## config.mk

```make
export PLATFORM = sky130hd
export DESIGN_NAME = rv32i_alu_decode_stage
export DESIGN_NICKNAME = d
export VERILOG_FILES = /design/src/rtl/alu_pkg.sv /design/src/rtl/rv32i_alu_decode_comb.sv /design/src/rtl/rv32i_alu_decode_stage.sv
export SDC_FILE = /design/constraint.sdc
export NUM_CORES = 1
export LEC_CHECK = 0
export ABC_AREA = 1
export BUFFER_PORTS_ARGS = -buffer_cell sky130_fd_sc_hd__buf_2
export CAP_MARGIN = 30
export CELL_PAD_IN_SITES_DETAIL_PLACEMENT = 0
export CELL_PAD_IN_SITES_GLOBAL_PLACEMENT = 1
export CORE_MARGIN = 3
export CORE_UTILIZATION = 41
export CTS_BUF_LIST = sky130_fd_sc_hd__clkbuf_4 sky130_fd_sc_hd__clkbuf_8 sky130_fd_sc_hd__clkbuf_16
export CTS_CLUSTER_SIZE = 28
export DETAILED_ROUTE_END_ITERATION = 6
export GPL_ROUTABILITY_DRIVEN = 1
export HOLD_SLACK_MARGIN = 0.02
export PLACE_DENSITY = 0.79
export SLEW_MARGIN = 10
export SYNTH_ARGS = -nofsm -noshare
export SYNTH_HDL_FRONTEND = slang
export SYNTH_SLANG_ARGS = --single-unit
```

## constraint.sdc

```tcl
create_clock -name clk -period 6.3 [get_ports clk]
set_input_delay 0.63 -clock clk [delete_from_list [all_inputs] [get_ports clk]]
set_output_delay 0.63 -clock clk [all_outputs]
set_load 0.02 [all_outputs]
```

## src/rtl/alu_pkg.sv

```systemverilog
// rtl/alu_pkg.sv - ALU opcode codes, RV32I major opcodes and the decoded bundle shared with execute.
package alu_pkg;

  localparam logic [4:0] ALU_EQ  = 5'b00000;
  localparam logic [4:0] ALU_GT  = 5'b00001;
  localparam logic [4:0] ALU_GTU = 5'b00010;
  localparam logic [4:0] ALU_LT  = 5'b00011;
  localparam logic [4:0] ALU_LTU = 5'b00100;
  localparam logic [4:0] ALU_LE  = 5'b00101;
  localparam logic [4:0] ALU_NE  = 5'b00110;
  localparam logic [4:0] ALU_SRA = 5'b10111;
  localparam logic [4:0] ALU_SLL = 5'b11000;
  localparam logic [4:0] ALU_SRL = 5'b11001;
  localparam logic [4:0] ALU_ADD = 5'b11010;
  localparam logic [4:0] ALU_SUB = 5'b11011;
  localparam logic [4:0] ALU_XOR = 5'b11100;
  localparam logic [4:0] ALU_AND = 5'b11101;
  localparam logic [4:0] ALU_OR  = 5'b10000;

  localparam logic [1:0] ASEL_RS1  = 2'b00;
  localparam logic [1:0] ASEL_PC   = 2'b01;
  localparam logic [1:0] ASEL_ZERO = 2'b10;

  localparam logic [6:0] OPC_LUI    = 7'b0110111;
  localparam logic [6:0] OPC_AUIPC  = 7'b0010111;
  localparam logic [6:0] OPC_JAL    = 7'b1101111;
  localparam logic [6:0] OPC_JALR   = 7'b1100111;
  localparam logic [6:0] OPC_BRANCH = 7'b1100011;
  localparam logic [6:0] OPC_LOAD   = 7'b0000011;
  localparam logic [6:0] OPC_STORE  = 7'b0100011;
  localparam logic [6:0] OPC_OP_IMM = 7'b0010011;
  localparam logic [6:0] OPC_OP     = 7'b0110011;

  typedef struct packed {
    logic [4:0]  op_alu;
    logic [1:0]  a_sel;
    logic        b_sel;
    logic [31:0] imm;
    logic [4:0]  rs1;
    logic [4:0]  rs2;
    logic [4:0]  rd;
    logic        reg_we;
    logic        mem_rd;
    logic        mem_wr;
    logic [2:0]  mem_f3;
    logic        is_branch;
    logic        is_jump;
    logic        br_invert;
    logic [31:0] pc;
    logic        illegal;
  } dec_bundle_t;

  typedef enum logic [1:0] {ST_EMPTY, ST_ONE, ST_TWO} stage_state_t;

  function automatic dec_bundle_t reset_bundle();
    dec_bundle_t b;
    b = '0;
    b.op_alu = ALU_ADD;
    return b;
  endfunction

  // alt selects SUB/SRA; callers only raise it where the encoding allows
  function automatic logic [4:0] alu_func(input logic [2:0] f3, input logic alt);
    case (f3)
      3'b000:  return alt ? ALU_SUB : ALU_ADD;
      3'b001:  return ALU_SLL;
      3'b010:  return ALU_LT;
      3'b011:  return ALU_LTU;
      3'b100:  return ALU_XOR;
      3'b101:  return alt ? ALU_SRA : ALU_SRL;
      3'b110:  return ALU_OR;
      default: return ALU_AND;
    endcase
  endfunction

endpackage

```

## src/rtl/rv32i_alu_decode_comb.sv

```systemverilog
// rtl/rv32i_alu_decode_comb.sv - pure combinational RV32I word -> decoded bundle.
// ALU_DECODE_ILLEGAL_EN: flag unrecognised encodings via illegal; otherwise they become ADDI x0,x0,0.
module rv32i_alu_decode_comb
  import alu_pkg::*;
(
  input  logic [31:0]  instr,
  input  logic [31:0]  pc,
  output dec_bundle_t  dec
);

  logic [6:0]  opcode;
  logic [2:0]  f3;
  logic [6:0]  f7;
  logic [4:0]  rs1_f, rs2_f, rd_f;
  logic [31:0] imm_i, imm_s, imm_b, imm_u, imm_j;
  logic        legal;
  dec_bundle_t d;

  assign opcode = instr[6:0];
  assign rd_f   = instr[11:7];
  assign f3     = instr[14:12];
  assign rs1_f  = instr[19:15];
  assign rs2_f  = instr[24:20];
  assign f7     = instr[31:25];

  assign imm_i = {{20{instr[31]}}, instr[31:20]};
  assign imm_s = {{20{instr[31]}}, instr[31:25], instr[11:7]};
  assign imm_b = {{20{instr[31]}}, instr[7], instr[30:25], instr[11:8], 1'b0};
  assign imm_u = {instr[31:12], 12'b0};
  assign imm_j = {{12{instr[31]}}, instr[19:12], instr[20], instr[30:21], 1'b0};

  always_comb begin
    d        = '0;
    legal    = 1'b1;
    d.op_alu = ALU_ADD;
    d.pc     = pc;
    d.mem_f3 = f3;
    case (opcode)
      OPC_OP: begin
        d.rs1 = rs1_f; d.rs2 = rs2_f; d.rd = rd_f; d.reg_we = 1'b1;
        d.op_alu = alu_func(f3, f7[5]);
        legal = (f7 == 7'h00) || (f7 == 7'h20 && (f3 == 3'b000 || f3 == 3'b101));
      end
      OPC_OP_IMM: begin
        d.rs1 = rs1_f; d.rd = rd_f; d.reg_we = 1'b1; d.b_sel = 1'b1;
        d.op_alu = alu_func(f3, (f3 == 3'b101) && f7[5]);
        if (f3 == 3'b001 || f3 == 3'b101) begin
          d.imm = {27'b0, instr[24:20]};
          legal = (f7 == 7'h00) || (f3 == 3'b101 && f7 == 7'h20);
        end else begin
          d.imm = imm_i;
        end
      end
      OPC_LOAD: begin
        d.rs1 = rs1_f; d.rd = rd_f; d.reg_we = 1'b1; d.b_sel = 1'b1;
        d.imm = imm_i; d.mem_rd = 1'b1;
        legal = (f3 != 3'b011) && (f3 != 3'b110) && (f3 != 3'b111);
      end
      OPC_STORE: begin
        d.rs1 = rs1_f; d.rs2 = rs2_f; d.b_sel = 1'b1;
        d.imm = imm_s; d.mem_wr = 1'b1;
        legal = (f3 == 3'b000) || (f3 == 3'b001) || (f3 == 3'b010);
      end
      OPC_BRANCH: begin
        d.rs1 = rs1_f; d.rs2 = rs2_f; d.imm = imm_b; d.is_branch = 1'b1;
        d.br_invert = f3[0] && f3[2];
        case (f3)
          3'b000:          d.op_alu = ALU_EQ;
          3'b001:          d.op_alu = ALU_NE;
          3'b100, 3'b101:  d.op_alu = ALU_LT;
          default:         d.op_alu = ALU_LTU;
        endcase
        legal = (f3[2:1] != 2'b01);
      end
      OPC_JALR: begin
        d.rs1 = rs1_f; d.rd = rd_f; d.reg_we = 1'b1; d.b_sel = 1'b1;
        d.imm = imm_i; d.is_jump = 1'b1;
        legal = (f3 == 3'b000);
      end
      OPC_JAL: begin
        d.rd = rd_f; d.reg_we = 1'b1; d.b_sel = 1'b1; d.a_sel = ASEL_PC;
        d.imm = imm_j; d.is_jump = 1'b1;
      end
      OPC_LUI: begin
        d.rd = rd_f; d.reg_we = 1'b1; d.b_sel = 1'b1; d.a_sel = ASEL_ZERO; d.imm = imm_u;
      end
      OPC_AUIPC: begin
        d.rd = rd_f; d.reg_we = 1'b1; d.b_sel = 1'b1; d.a_sel = ASEL_PC; d.imm = imm_u;
      end
      default: legal = 1'b0;
    endcase
    if (d.rd == 5'd0) d.reg_we = 1'b0;
    if (!legal) begin
      d        = '0;
      d.op_alu = ALU_ADD;
      d.b_sel  = 1'b1;
      d.pc     = pc;
`ifdef ALU_DECODE_ILLEGAL_EN
      d.illegal = 1'b1;
`else
      d.illegal = 1'b0;
`endif
    end
  end

  assign dec = d;

endmodule

```

## src/rtl/rv32i_alu_decode_stage.sv

```systemverilog
// rtl/rv32i_alu_decode_stage.sv - elastic decode stage: main register plus skid entry, 1-cycle latency.
// Illegal-encoding flagging is enabled by ALU_DECODE_ILLEGAL_EN (see rv32i_alu_decode_comb).
module rv32i_alu_decode_stage
  import alu_pkg::*;
#(
  parameter int XLEN = 32
) (
  input  logic            clk,
  input  logic            rst,
  input  logic            in_valid,
  output logic            in_ready,
  input  logic [31:0]     in_instr,
  input  logic [XLEN-1:0] in_pc,
  output logic            out_valid,
  input  logic            out_ready,
  output logic [4:0]      op_alu,
  output logic [1:0]      a_sel,
  output logic            b_sel,
  output logic [XLEN-1:0] imm,
  output logic [4:0]      rs1,
  output logic [4:0]      rs2,
  output logic [4:0]      rd,
  output logic            reg_we,
  output logic            mem_rd,
  output logic            mem_wr,
  output logic [2:0]      mem_f3,
  output logic            is_branch,
  output logic            is_jump,
  output logic            br_invert,
  output logic [XLEN-1:0] pc_out,
  output logic            illegal
);

  stage_state_t state, state_next;
  dec_bundle_t  dec, main_q, skid_q;
  logic         accept, drain, load_main_in, load_main_skid, load_skid;

  rv32i_alu_decode_comb u_decode (
    .instr (in_instr),
    .pc    (in_pc),
    .dec   (dec)
  );

  always_ff @(posedge clk or posedge rst) begin
    if (rst) state <= ST_EMPTY;
    else     state <= state_next;
  end

  always_comb begin
    state_next = state;
    case (state)
      ST_EMPTY: if (accept) state_next = ST_ONE;
      ST_ONE: begin
        if (accept && !drain)      state_next = ST_TWO;
        else if (drain && !accept) state_next = ST_EMPTY;
      end
      ST_TWO:   if (drain) state_next = ST_ONE;
      default:  state_next = ST_EMPTY;
    endcase
  end

  always_comb begin
    in_ready       = (state != ST_TWO);
    out_valid      = (state != ST_EMPTY);
    accept         = in_valid && in_ready;
    drain          = out_valid && out_ready;
    load_main_in   = accept && ((state == ST_EMPTY) || drain);
    load_skid      = accept && (state == ST_ONE) && !drain;
    load_main_skid = (state == ST_TWO) && drain;
  end

  // skid always holds the younger word, so it refills main before any new input
  always_ff @(posedge clk or posedge rst) begin
    if (rst) begin
      main_q <= reset_bundle();
      skid_q <= reset_bundle();
    end else begin
      if (load_main_skid)    main_q <= skid_q;
      else if (load_main_in) main_q <= dec;
      if (load_skid)         skid_q <= dec;
    end
  end

  assign op_alu    = main_q.op_alu;
  assign a_sel     = main_q.a_sel;
  assign b_sel     = main_q.b_sel;
  assign imm       = main_q.imm;
  assign rs1       = main_q.rs1;
  assign rs2       = main_q.rs2;
  assign rd        = main_q.rd;
  assign reg_we    = main_q.reg_we;
  assign mem_rd    = main_q.mem_rd;
  assign mem_wr    = main_q.mem_wr;
  assign mem_f3    = main_q.mem_f3;
  assign is_branch = main_q.is_branch;
  assign is_jump   = main_q.is_jump;
  assign br_invert = main_q.br_invert;
  assign pc_out    = main_q.pc;
  assign illegal   = main_q.illegal;

endmodule

```

After elaboration in Yosys (flattened, before gate mapping) --
Cells that the tools add are included.
Storage, ports and cells: register bits 196, bits of input ports 68, output and inout port bits 99, word-level logic and storage cells 130
Operators by class: equality and inequality tests 26, muxes and demuxes 31, reductions and logical operators 40
Operators with widths (number):
- 97-bit two-way mux | 3
- 32-bit case mux with 6 select lines | 1
- 5-bit case mux with 7 select lines | 2
- 32-bit two-way mux | 1
- 7-bit by 6-bit equality test with 1-bit output, second input constant | 4
- 7-bit equality test, second input constant | 3
- 5-bit case mux with 3 select lines | 1
- 7-bit by 5-bit equality test with 1-bit output, second input constant | 2
- 1-bit logical AND | 14
- 7-bit OR reduction | 2
- 1-bit two-way mux | 10
- 5-bit two-way mux | 2
- 2-bit OR reduction | 5
- 3-bit equality test, second input constant | 3
- 3-bit inequality test, second input constant | 3
- 3-bit case mux with 3 select lines | 1
- 2-bit two-way mux | 4
- 4-bit two-way mux | 2
- 7-bit by 2-bit equality test with 1-bit output, second input constant | 1
- 7-bit zero test | 1
- 1-bit logical OR | 7
- 1-bit case mux with 7 select lines | 1
- 3-bit by 2-bit equality test with 1-bit output, second input constant | 2
- 6-bit two-way mux | 1
- 16 further kinds | 21

Longest topological paths before layout --
Gate-level depths: netlist of the first run.
word-level depth 8, depth in mapped cells 13, depth with buffers taken out 13

Hierarchy --
Synthesis of the first run repeated with hierarchy kept, for this count alone.
Unflattened totals: cell total of the unflattened synthesis 1519, area, all modules 10742.8 sq um
By module, submodules not included:
- rv32i_alu_decode_stage | times used 1, cells an instance 1175, area each 9102.5 sq um, seq. area each 4912.2 sq um
- rv32i_alu_decode_comb | times used 1, cells an instance 344, area each 1640.3 sq um, seq. area each 0.0 sq um

Least setup slack after synthesis of the first run --
Ideal clock, no wire load.
kind input -> register, start input port in_instr[12], end register main_q (netlist bit reg_we), library setup time 0.117 ns, data arrival time 1.730 ns, data required time 6.183 ns, setup slack 4.454 ns, stages on the path 13, buffers on the path 2, cell sequence buf_4 inv_1 nand2_2 nand2_1 nand3_1 nand2_1 nor2_2 nand4_4 buf_8 nand2_2 nand2_1 nand2_1 nand2_1
Between the ends: cells in the longest elaborated chain, start to end 8, elaborated cells on any way between the ends 22, those cells by class eq/ne: 6; mux: 5; reduce/logical: 11
RTL lines:
- from (decl) | line rv32i_alu_decode_stage.sv:12 | input logic [31:0] in_instr,
- 3-bit equality test or 3-bit zero test (tied branches)
- 1-bit logical AND or 1-bit logical OR (tied branches) | line rv32i_alu_decode_comb.sv:49, rv32i_alu_decode_comb.sv:42
- 1-bit logical OR or 1-bit logical AND (tied branches) | line rv32i_alu_decode_comb.sv:49, rv32i_alu_decode_comb.sv:42
- 1-bit two-way mux or 1-bit logical OR (tied branches) | line rv32i_alu_decode_comb.sv:47, rv32i_alu_decode_comb.sv:42
- 1-bit case mux with 7 select lines (*) | line rv32i_alu_decode_comb.sv:38 | case (opcode)
- 97-bit two-way mux (*) | line rv32i_alu_decode_comb.sv:93 | if (!legal) begin
- 97-bit two-way mux (*) | line rv32i_alu_decode_stage.sv:79 | else if (load_main_in) main_q <= dec;
- 97-bit two-way mux (*) | line rv32i_alu_decode_stage.sv:78 | if (load_main_skid) main_q <= skid_q;
- to (signal assigned) | line rv32i_alu_decode_stage.sv:75 | main_q <= reset_bundle();
- to (signal assigned) | line rv32i_alu_decode_stage.sv:78
- to (decl) | line rv32i_alu_decode_stage.sv:35 | dec_bundle_t dec, main_q, skid_q;
Every way passes the cells marked *; elsewhere a longest branch is shown, timed or not. The select of a mux whose other input is x is not followed. A chain may end at the register's enable or synchronous reset.

Worst setup path in the final report of the first run --
start register state[0], end register main_q (netlist bit rd[4])
Between the ends: cells in the longest elaborated chain, start to end 5, elaborated cells on any way between the ends 11, those cells by class eq/ne: 2; mux: 1; reduce/logical: 8
RTL lines:
- from (decl) | line rv32i_alu_decode_stage.sv:34 | stage_state_t state, state_next;
- from (signal assigned) | line rv32i_alu_decode_stage.sv:46 | else state <= state_next;
- 2-bit nonzero test | line rv32i_alu_decode_stage.sv:64 | out_valid = (state != ST_EMPTY);
- 1-bit logical AND | line rv32i_alu_decode_stage.sv:66 | drain = out_valid && out_ready;
- 1-bit logical OR | line rv32i_alu_decode_stage.sv:67 | load_main_in = accept && ((state == ST_EMPTY) || drain);
- 1-bit logical AND | line rv32i_alu_decode_stage.sv:67
- 2-bit nonzero test (no source line)
Parallel ways exist; a longest one is shown, timed or not.

==> out/results.tsv, run 1 <==
stage	metric	value	unit
status	status	complete, no violations	
logic_synthesis	post-synthesis average cell area	7.47	um2
sta	Layout Skew	0.0135	ns
logic_synthesis	top cell type's share of synthesized area	48.8	%
clocking	PostCTS Resize Cnt	0	
power	worst ir drop on vdd	0.178	mV
drt	Pre-antenna DRT Iters	6	
critical_path	crit path max fanout	80	
floorplanning	Die W	159	um
clocking	CTS tree	done	
global_routing	first-pass GRT wire length	41.8	mm
clocking	Clock Tree Root	clkbuf_16	
sta	RSZ-0062 raised after global routing	false	
drt	initial detailed-routing violation count	698	
floorplanning	DIE AREA	0.0254	mm2
clocking	clk buf depth	2	
floorplanning	Die Y	159	um
sta	Rel. slew slack	37.7	%
logic_synthesis	top cells by area, synth	dfrtp_1 49%, nand2_1 19%, nor2_1 7.4%	
critical_path	Bufs and invs on worst path	2	
critical_path	Worst path slowest cell	buf_4	
drt	final WL	25.1	mm
drt	DRC Markers	0	
clocking	clk_lat worst skew	0.43	ns
clocking	Num CTS Buffers	17	
critical_path	Worst setup SP type	flop	
logic_synthesis	syn_nets	1361	
sta	Final setup viols	0	
sta	fin crit share	42.0	%
logic_synthesis	synthesized flop and latch total	194	
sta	Worst Tran Pin Value	0.935	ns
placed_design	Final Wtd Congestion	0.876	
critical_path	crit path DAT	2.97	ns
logic_synthesis	Post-Syn Instances	1292	
drt	antenna-violating nets left	0	
clocking	CTS clk-pin slew, worst paths	0.07	ns
clocking	clk sinks	194	
clocking	cts hold-fix bufs	0	
critical_path	crit-path cells	nor2_1 > o22ai_4 > buf_4 > buf_4 > nor2_1 > nand2_1 > nand2_1	
hold_path	min-delay worst type	in -> async	
clocking	post-CTS setup buffer count	0	
global_routing	initial antenna violation count	2	
critical_path	delay-heaviest family, CP	buffers and inverters	
logic_synthesis	post-synthesis cell area	0.00965	mm2
drt	DR WL met2	11.2	mm
global_routing	Congestion Overflow GR	0	
power	Leakage	6.32	nW
floorplanning	Initial Util	42.2	%
sta	Period minus WS final	2.65	ns
drt	WL met3	1.15	mm
drt	vias per cell	4.83	
critical_path	CP Data Required Time	6.62	ns
critical_path	Critical Path End Type	flop	
cells_and_area	share of layout cells above drive strength 1	20.5	%
logic_synthesis	area leader, netlist	dfrtp_1	
placed_design	HPWL after DPL	16.5	mm
logic_synthesis	Yosys warnings	0	
floorplanning	I/O pin count	167	
global_routing	vias in the first global route	8077	
run	max-cap violations	0	
sta	Final Max Tran Viols	0	
sta	TNS Setup	0	ns
power	Cell Pwr Density	372	mW/mm2
sta	f_max	0.378	GHz
cells_and_area	Layout Nets	1480	
critical_path	type of the worst setup path	reg -> reg	
power	total power	4.19	mW
drt	vias	8395	
logic_synthesis	register area share after synthesis	50.4	%
logic_synthesis	Cell variety after synth	40	
critical_path	slowest stage delay, CP	0.81	ns
clocking	H-tree depth	4	
drt	Top Layer Used	met5	
cells_and_area	number of fillers in the final layout	2323	
global_routing	GR Util All Layers	19.9	%
global_routing	largest net degree at the start of global routing	130	
drt	Routed WL per cell	14.4	um
drt	Met1 Wirelength	12.4	mm
cells_and_area	area grow syn2layout	16.8	%
floorplanning	core area	0.0228	mm2
placed_design	port bufs	165	
floorplanning	FP Rows	55	
sta	final hold vios	0	
placed cells by master, fill, tap and decap left out, drive strengths merged:
cell and n:
nand2 556, nor2 195, dfrtp 188, buf 175, o21ai 82, a21oi 79
inv 55, nand3 21, clkbuf 20, nand3b 11, clkinv 7, dfstp 6
a31oi 5, o211ai 5, bufinv 3, o22ai 3, diode 2, nor3 2
nand4 2, a21boi 1, a211oi 1, o31ai 1, a22oi 1, o21a 1
ha 1, conb 1, clkinvlp 1
cell families after synthesis:
kind of cell               count (synthesis)  share of synthesized area [%]
AOI/OAI and AO/OA                        179                           9.77
adders and majority gates                  1                          0.130
buffers and inverters                    130                           6.04
DFF                                      194                           50.4
other                                      1                         0.0389
and+or+nand+nor                          787                           33.6
power by group:
part | internal [mW] | switching (mW) | total, mW | leakage, nW
logic | 0.418 | 0.925 | 1.34 | 3.49
clock network | 0.648 | 0.488 | 1.14 | 0.299
registers | 1.56 | 0.155 | 1.71 | 2.53
metal layers:
layer	vias to the layer above	track usage, %
met5	-	0
met1	3904	28.9
met3	18	4.14
met4	2	4.58
li1	4267	-
met2	204	30.7
area by class of cell:
class                      instances  area (um2)  area share, %
antenna                            2        5.00         0.0444
clock buffer                      20         454           4.03
clock inverter                    11         154           1.37
inverter                          55         216           1.92
multi-input combinational        968        4230           37.5
sequential                       194        4860           43.2
tap                              313         392           3.48
timing repair buffer             175         953           8.46
worst paths after layout:
kind	start	endpoint	slack, ns	cells after the start
max	state[0]	rd[4]	3.65	7
min	rst	pc_out[26]	0.12	2
max reg2reg	state[0]	rd[4]	3.65	7
min reg2reg	op_alu[3]	op_alu[3]	0.46	2
max in group asynchronous	rst	skid_q[76]	4.55	4
min in group clk	in_pc[20]	skid_q[21]	0.41	3
stage by stage:
step	hold slack, ns	setup slack [ns]	util [%]	std cells	area, um2
floorplan	0.448	0.396	-	1292	9650
global placement	0.457	2.82	46.3	1702	10600
detailed placement	0.455	2.93	46.4	1703	10600
CTS	0.392	3.04	49.1	1734	11200
global route	0.116	3.41	49.3	1737	11300
finish	0.121	3.65	49.3	1738	11300
worst register-to-register path, cell delays in order (launching register included):
cell and delay (ns):
dfrtp_1 0.41, nor2_1 0.11, o22ai_4 0.14, buf_4 0.66
buf_4 0.85, nor2_1 0.21, nand2_1 0.13, nand2_1 0.05
flip-flops by register name, summed over array words and instances (netlist names), 3 cells and up:
signal and flops:
mem_f3 3, pc_out 32, rs1 5, rs2 5
skid_q 96, imm 32, rd 5, op_alu 5
synth_stat cells (all sizes together):
cell	number
a211oi	1
o21ai	82
nor2	195
nand3	21
nor3	2
a31oi	5
ha	1
inv	53
a22oi	1
buf	38
a21boi	1
dfstp	6
nand3b	11
clkinv	2
nand4	2
a21oi	79
dfrtp	188
o21a	1
clkbuf	37
o22ai	3
o211ai	5
nand2	556
o31ai	1
conb	1
Power figures use the tool's default switching activity.
==> run 2: changes to the inputs <==
Settings changed: CORE_UTILIZATION 41 to 37, PLACE_DENSITY 0.79 to 0.76.
Clock period 6.3 ns to 2.1 ns, I/O delays scaled along.
==> out/results.tsv, run 2 (synthesized netlist as in run 1, its figures left out) <==
stage	metric	value	unit	change
floorplanning	Die Y	167	um	+5.1%
cells_and_area	ANT cells	0		-2
critical_path	worst r2r path cells	7		unchanged
power	worst ir drop on vdd	0.585	mV	+230%
sta	Rel. slew slack	51.9	%	+14 points
clocking	clk sinks	194		unchanged
cells_and_area	area grow syn2layout	21.1	%	
clocking	Num CTS Buffers	17		unchanged
global_routing	largest net degree at the start of global routing	127		-2.3%
sta	final worst slack	0.328	ns	-3.33 ns
drt	Routed WL per cell	14.8	um	+2.4%
clocking	CTS clk-pin slew, worst paths	0.07	ns	about the same
critical_path	worst r2r src	state[0]		
hold_path	min-delay src	in_pc[14]		
status	status	complete, no violations		
floorplanning	Die W	167	um	+5.1%
critical_path	flop2flop setup slack	0.33	ns	-3.33 ns
global_routing	GR Util All Layers	18.9	%	-0.97 points
drt	antenna-violating nets left	0		unchanged
placed_design	HPWL after DPL	17.5	mm	+6.1%
placed_design	port bufs	165		unchanged
drt	initial detailed-routing violation count	703		+0.72%
sta	Final Max Tran Viols	0		unchanged
sta	f_max	0.564	GHz	+49%
placed_design	placement-stage worst setup slack	0.293	ns	-2.64 ns
drt	Pre-antenna DRT Iters	5		-1
critical_path	delay-heaviest family, CP	buffers and inverters		
drt	final WL	26.5	mm	+5.7%
critical_path	Worst setup SP type	flop		
floorplanning	I/O pin count	167		unchanged
power	Cell Pwr Density	1070	mW/mm2	+190%
critical_path	crit path DAT	2.07	ns	-0.90 ns
critical_path	CP Launch Point	state[0]		
critical_path	Bufs and invs on worst path	2		unchanged
clocking	CTS tree	done		
cells_and_area	most frequent cells in the layout	500 x nand2_1, 188 x nor2_1, 188 x dfrtp_1		
sta	Worst Tran Pin Value	0.721	ns	-0.213 ns
sta	Period minus WS final	1.77	ns	-0.875 ns
critical_path	slowest stage delay, CP	0.42	ns	-0.39 ns
sta	Layout Skew	0.0125	ns	-0.000917 ns
global_routing	first-pass GRT wire length	43.5	mm	+4.1%
cells_and_area	Layout Nets	1521		+2.8%
clocking	Clock Tree Root	clkbuf_16		
drt	vias per cell	4.80		-0.63%
clocking	clk_lat worst skew	0.44	ns	about the same
floorplanning	Initial Util	38.0	%	-4.2 points
critical_path	crit path max fanout	37		-54%
critical_path	Worst path slowest cell	dfrtp_1		
cells_and_area	share of layout cells above drive strength 1	20.6	%	+0.11 points
clocking	clk buf depth	2		unchanged
clocking	H-tree depth	4		unchanged
cells_and_area	largest register by flop count	skid_q		
floorplanning	FP Rows	58		+5.5%
critical_path	CP Data Required Time	2.40	ns	-4.22 ns
run	max-cap violations	0		unchanged
hold_path	hold endpoint	skid_q[15]		
sta	final hold vios	0		unchanged
clocking	post-CTS setup buffer count	0		unchanged
cells_and_area	final core occ	46.0	%	-3.3 points
critical_path	crit-path cells	nor2_2 > inv_1 > nor2_4 > buf_4 > a21oi_1 > a21oi_1 > o21ai_0		
cells_and_area	Largest register FFs	96		unchanged
sta	fin crit share	84.4	%	+42 points
critical_path	Reg2Reg Capture Point	a_sel[0]		
sta	RSZ-0062 raised after global routing	false		
placed_design	placed cells	1732		+1.7%
global_routing	initial antenna violation count	3		+1
sta	Final setup viols	0		unchanged
critical_path	Critical Path End Type	flop		
critical_path	type of the worst setup path	reg -> reg		
hold_path	min-delay worst type	in -> reg		
hold_path	hold path cells	3		
drt	DRC Markers	0		unchanged
floorplanning	DIE AREA	0.0280	mm2	+10%
cells_and_area	number of fillers in the final layout	2600		+12%
cells_and_area	leading cell type in the layout, fill and taps excluded	nand2_1		
global_routing	Congestion Overflow GR	0		unchanged
power	Leakage	6.49	nW	+2.7%
clocking	cts hold-fix bufs	31		+31
drt	vias	8611		+2.6%
sta	TNS Setup	0	ns	unchanged
critical_path	Worst path most repeated cell	a21oi_1		
global_routing	vias in the first global route	8208		+1.6%
cells_and_area	Finished Layout Cells	1794		+3.2%
clocking	PostCTS Resize Cnt	0		unchanged
placed_design	Final Wtd Congestion	0.881		+0.67%
floorplanning	core area	0.0254	mm2	+11%
run 2: cell count changes in the layout (fill, tap and decap cells not counted), moves of 3 or more:
cell and change:
dlygate4sd3_1 +31, buf_12 +9, bufinv_16 -3, buf_4 +3
run 2: power by group:
group	leakage, nW	total (mW)	switching (mW)	internal (mW)
clock network	0.275	3.17	1.58	1.59
registers	2.53	5.15	0.484	4.67
logic	3.69	4.16	2.81	1.35
run 2: worst min-delay path: stages:
cell and delay, ns:
buf_2 0.10, nand2_1 0.06, nand2_1 0.06
run 2: layer usage:
metal | global-route usage [%] | wire (um) | vias up
li1 | - | - | 4347
met1 | 26.9 | 12900 | 4008
met2 | 30.1 | 12000 | 213
met3 | 3.68 | 1250 | 37
met4 | 4.55 | 374 | 6
met5 | 0 | 39 | -
run 2: stage by stage:
| stage | instance area (um2) | power (mW) | hold slack (ns) |
|---|---|---|---|
| 4_1_cts | 11700 | 12.6 | 0.0211 |
| 6_report | 11700 | 12.5 | 0.0384 |
| 5_1_grt | 11700 | 13.4 | 0.0355 |
| 2_1_floorplan | 9650 | 7.95 | 0.320 |
| 3_5_place_dp | 10800 | 9.39 | 0.376 |
| 3_3_place_gp | 10800 | 9.34 | 0.376 |
run 2: cell type report:
cell class / instances / area (um2) / area share, %
Clock buffer: 18 / 439 / 3.76
Clock inverter: 13 / 119 / 1.02
Inverter: 55 / 213 / 1.82
Multi-Input combinational cell: 968 / 4230 / 36.2
Sequential cell: 194 / 4860 / 41.6
Tap cell: 330 / 413 / 3.53
Timing Repair Buffer: 216 / 1410 / 12.1
run 2: how the worst max path moves through the flow:
stage,endpoint,cells after the start
after floorplan,a_sel[0],1
after global placement,op_alu[1],11
after detailed placement,rs2[0],14
after CTS,op_alu[1],7
after global routing,a_sel[0],7
final,a_sel[0],7
==> run 3: changes to the inputs <==
Settings changed: CORE_UTILIZATION 37 to 41, PLACE_DENSITY 0.76 to 0.79.
Clock period 2.1 ns to 1.84 ns, I/O delays scaled along.
==> out/results.tsv, run 3 (synthesized netlist as in run 1, its figures left out) <==
stage	metric	value	unit	change
hold_path	min-delay worst type	in -> reg		
critical_path	type of the worst setup path	reg -> reg		
sta	Layout Skew	0.0121	ns	-0.000419 ns
drt	final WL	25.8	mm	-2.8%
hold_path	hold path cells	5		+2
sta	hold_ws	0.111	ns	+0.0723 ns
global_routing	largest net degree at the start of global routing	121		-4.7%
critical_path	Reg2Reg Capture Point	rs1[2]		
floorplanning	FP Rows	55		-5.2%
critical_path	slowest stage delay, CP	0.42	ns	about the same
critical_path	CP Launch Point	state[0]		
cells_and_area	area grow syn2layout	23.0	%	
cells_and_area	largest register by flop count	skid_q		
placed_design	placed cells	1726		-0.35%
cells_and_area	ANT cells	0		unchanged
hold_path	hold endpoint	skid_q[55]		
sta	Period minus WS final	1.67	ns	-0.104 ns
hold_path	min-delay src	in_instr[18]		
sta	RSZ-0062 raised after global routing	false		
critical_path	crit path DAT	1.98	ns	-0.09 ns
cells_and_area	most frequent cells in the layout	500 x nand2_1, 188 x nor2_1, 188 x dfrtp_1		
sta	Final Max Tran Viols	0		unchanged
power	Cell Pwr Density	1210	mW/mm2	+14%
clocking	H-tree depth	4		unchanged
floorplanning	Die Y	159	um	-4.8%
drt	DRC Markers	0		unchanged
drt	Routed WL per cell	14.4	um	-2.6%
floorplanning	Die W	159	um	-4.8%
placed_design	Final Wtd Congestion	0.859		-2.5%
sta	fin crit share	90.7	%	+6.3 points
floorplanning	I/O pin count	167		unchanged
global_routing	Congestion Overflow GR	0		unchanged
critical_path	crit path max fanout	100		+170%
placed_design	Post-DP Area	0.0109	mm2	+1.1%
power	worst ir drop on vdd	0.743	mV	+27%
drt	vias per cell	4.82		+0.41%
sta	Final setup viols	0		unchanged
clocking	Clock Tree Root	clkbuf_16		
drt	Pre-antenna DRT Iters	5		unchanged
sta	final hold vios	0		unchanged
cells_and_area	Multi-input gate area	0.00423	mm2	unchanged
floorplanning	DIE AREA	0.0254	mm2	-9.4%
cells_and_area	number of fillers in the final layout	2276		-12%
clocking	Num CTS Buffers	17		unchanged
critical_path	Worst path slowest cell	dfrtp_1		
clocking	CTS tree	done		
critical_path	CP Data Required Time	2.15	ns	-0.25 ns
placed_design	HPWL after DPL	17.4	mm	about the same
clocking	clk buf depth	2		unchanged
critical_path	worst r2r path cells	9		+2
drt	antenna-violating nets left	0		unchanged
critical_path	Worst setup SP type	flop		
sta	Worst Tran Pin Value	0.513	ns	-0.208 ns
status	status	complete, no violations		
cells_and_area	leading cell type in the layout, fill and taps excluded	nand2_1		
cells_and_area	register area	0.00486	mm2	unchanged
sta	Rel. slew slack	65.8	%	+14 points
global_routing	vias in the first global route	8186		-0.27%
critical_path	Bufs and invs on worst path	3		+1
clocking	CTS clk-pin slew, worst paths	0.08	ns	about the same
sta	f_max	0.599	GHz	+6.2%
floorplanning	Initial Util	42.2	%	+4.2 points
global_routing	first-pass GRT wire length	43.0	mm	-1.3%
clocking	PostCTS Resize Cnt	0		unchanged
global_routing	initial antenna violation count	4		+1
clocking	clk_lat worst skew	0.43	ns	about the same
placed_design	port bufs	165		unchanged
critical_path	crit-path cells	nor2_2 > inv_1 > nor2_4 > inv_4 > buf_12 > nor2_1 > nor2_1 > nand2_1 > nand2_1		
critical_path	delay-heaviest family, CP	simple AND/OR/NAND/NOR gates		
sta	final worst slack	0.172	ns	-0.156 ns
critical_path	Critical Path End Type	flop		
critical_path	worst r2r src	state[0]		
clocking	clk sinks	194		unchanged
clocking	post-CTS setup buffer count	0		unchanged
cells_and_area	share of layout cells above drive strength 1	21.2	%	+0.62 points
run	max-cap violations	0		unchanged
critical_path	flop2flop setup slack	0.17	ns	-0.16 ns
placed_design	placement-stage worst setup slack	0.0699	ns	-0.223 ns
floorplanning	core area	0.0228	mm2	-10%
drt	vias	8632		+0.24%
cells_and_area	Layout Nets	1534		+0.85%
drt	initial detailed-routing violation count	643		-8.5%
global_routing	GR Util All Layers	20.5	%	+1.6 points
cells_and_area	Finished Layout Cells	1791		-0.17%
cells_and_area	Largest register FFs	96		unchanged
sta	TNS Setup	0	ns	unchanged
cells_and_area	Final Cell Area	0.0119	mm2	+1.5%
power	Leakage	6.59	nW	+1.6%
-- run 3: how the worst max path moves through the flow --
stage	slack, ns	cells past startpoint	to
floorplan	-0.84	1	a_sel[0]
global placement	0.10	11	imm[30]
detailed placement	0.07	11	rs2[1]
CTS	0.16	9	imm[30]
global route	0.04	9	imm[2]
finish	0.17	9	rs1[2]
-- run 3: worst reg2reg max path, stage by stage (launching register included) --
cell     delay [ns]
dfrtp_1        0.42
nor2_2         0.23
inv_1          0.11
nor2_4         0.15
inv_4          0.06
buf_12         0.22
nor2_1         0.20
nor2_1         0.05
nand2_1        0.07
nand2_1        0.04
-- run 3: what timing repair did --
action / 4_1_cts / 5_1_grt
setup endpoints to repair: 0 / 0
endpoints found under the hold margin: 220 / 0
hold buffers: 33 / 0
-- run 3: final cells by class --
| type | count | share of cell area, % |
|---|---|---|
| multi-input cells | 968 | 35.7 |
| clock inverters | 13 | 1.16 |
| well taps | 313 | 3.30 |
| inverters | 55 | 1.79 |
| flip-flops and latches | 194 | 41.0 |
| repair buffers | 229 | 13.3 |
| clock buffers | 19 | 3.82 |
-- run 3: report_power, final --
| group | switching [mW] | leakage, nW | internal, mW |
|---|---|---|---|
| registers | 0.533 | 2.53 | 5.32 |
| logic | 3.20 | 3.77 | 1.59 |
| clock network | 1.76 | 0.291 | 1.99 |
-- run 3: per-layer routing --
| layer | track usage (%) | vias to the layer above | wire (um) |
|---|---|---|---|
| met5 | 0 | - | 35 |
| met4 | 4.10 | 8 | 250 |
| met3 | 4.53 | 26 | 1290 |
| met2 | 32.6 | 199 | 12000 |
| met1 | 29.0 | 4019 | 12300 |
| li1 | - | 4380 | - |
-- run 3: per-stage QoR --
stage,util [%],power [mW]
2_1_floorplan,-,9.07
3_3_place_gp,47.9,10.7
3_5_place_dp,47.9,10.7
4_1_cts,51.9,14.6
5_1_grt,51.9,15.4
6_report,51.9,14.4
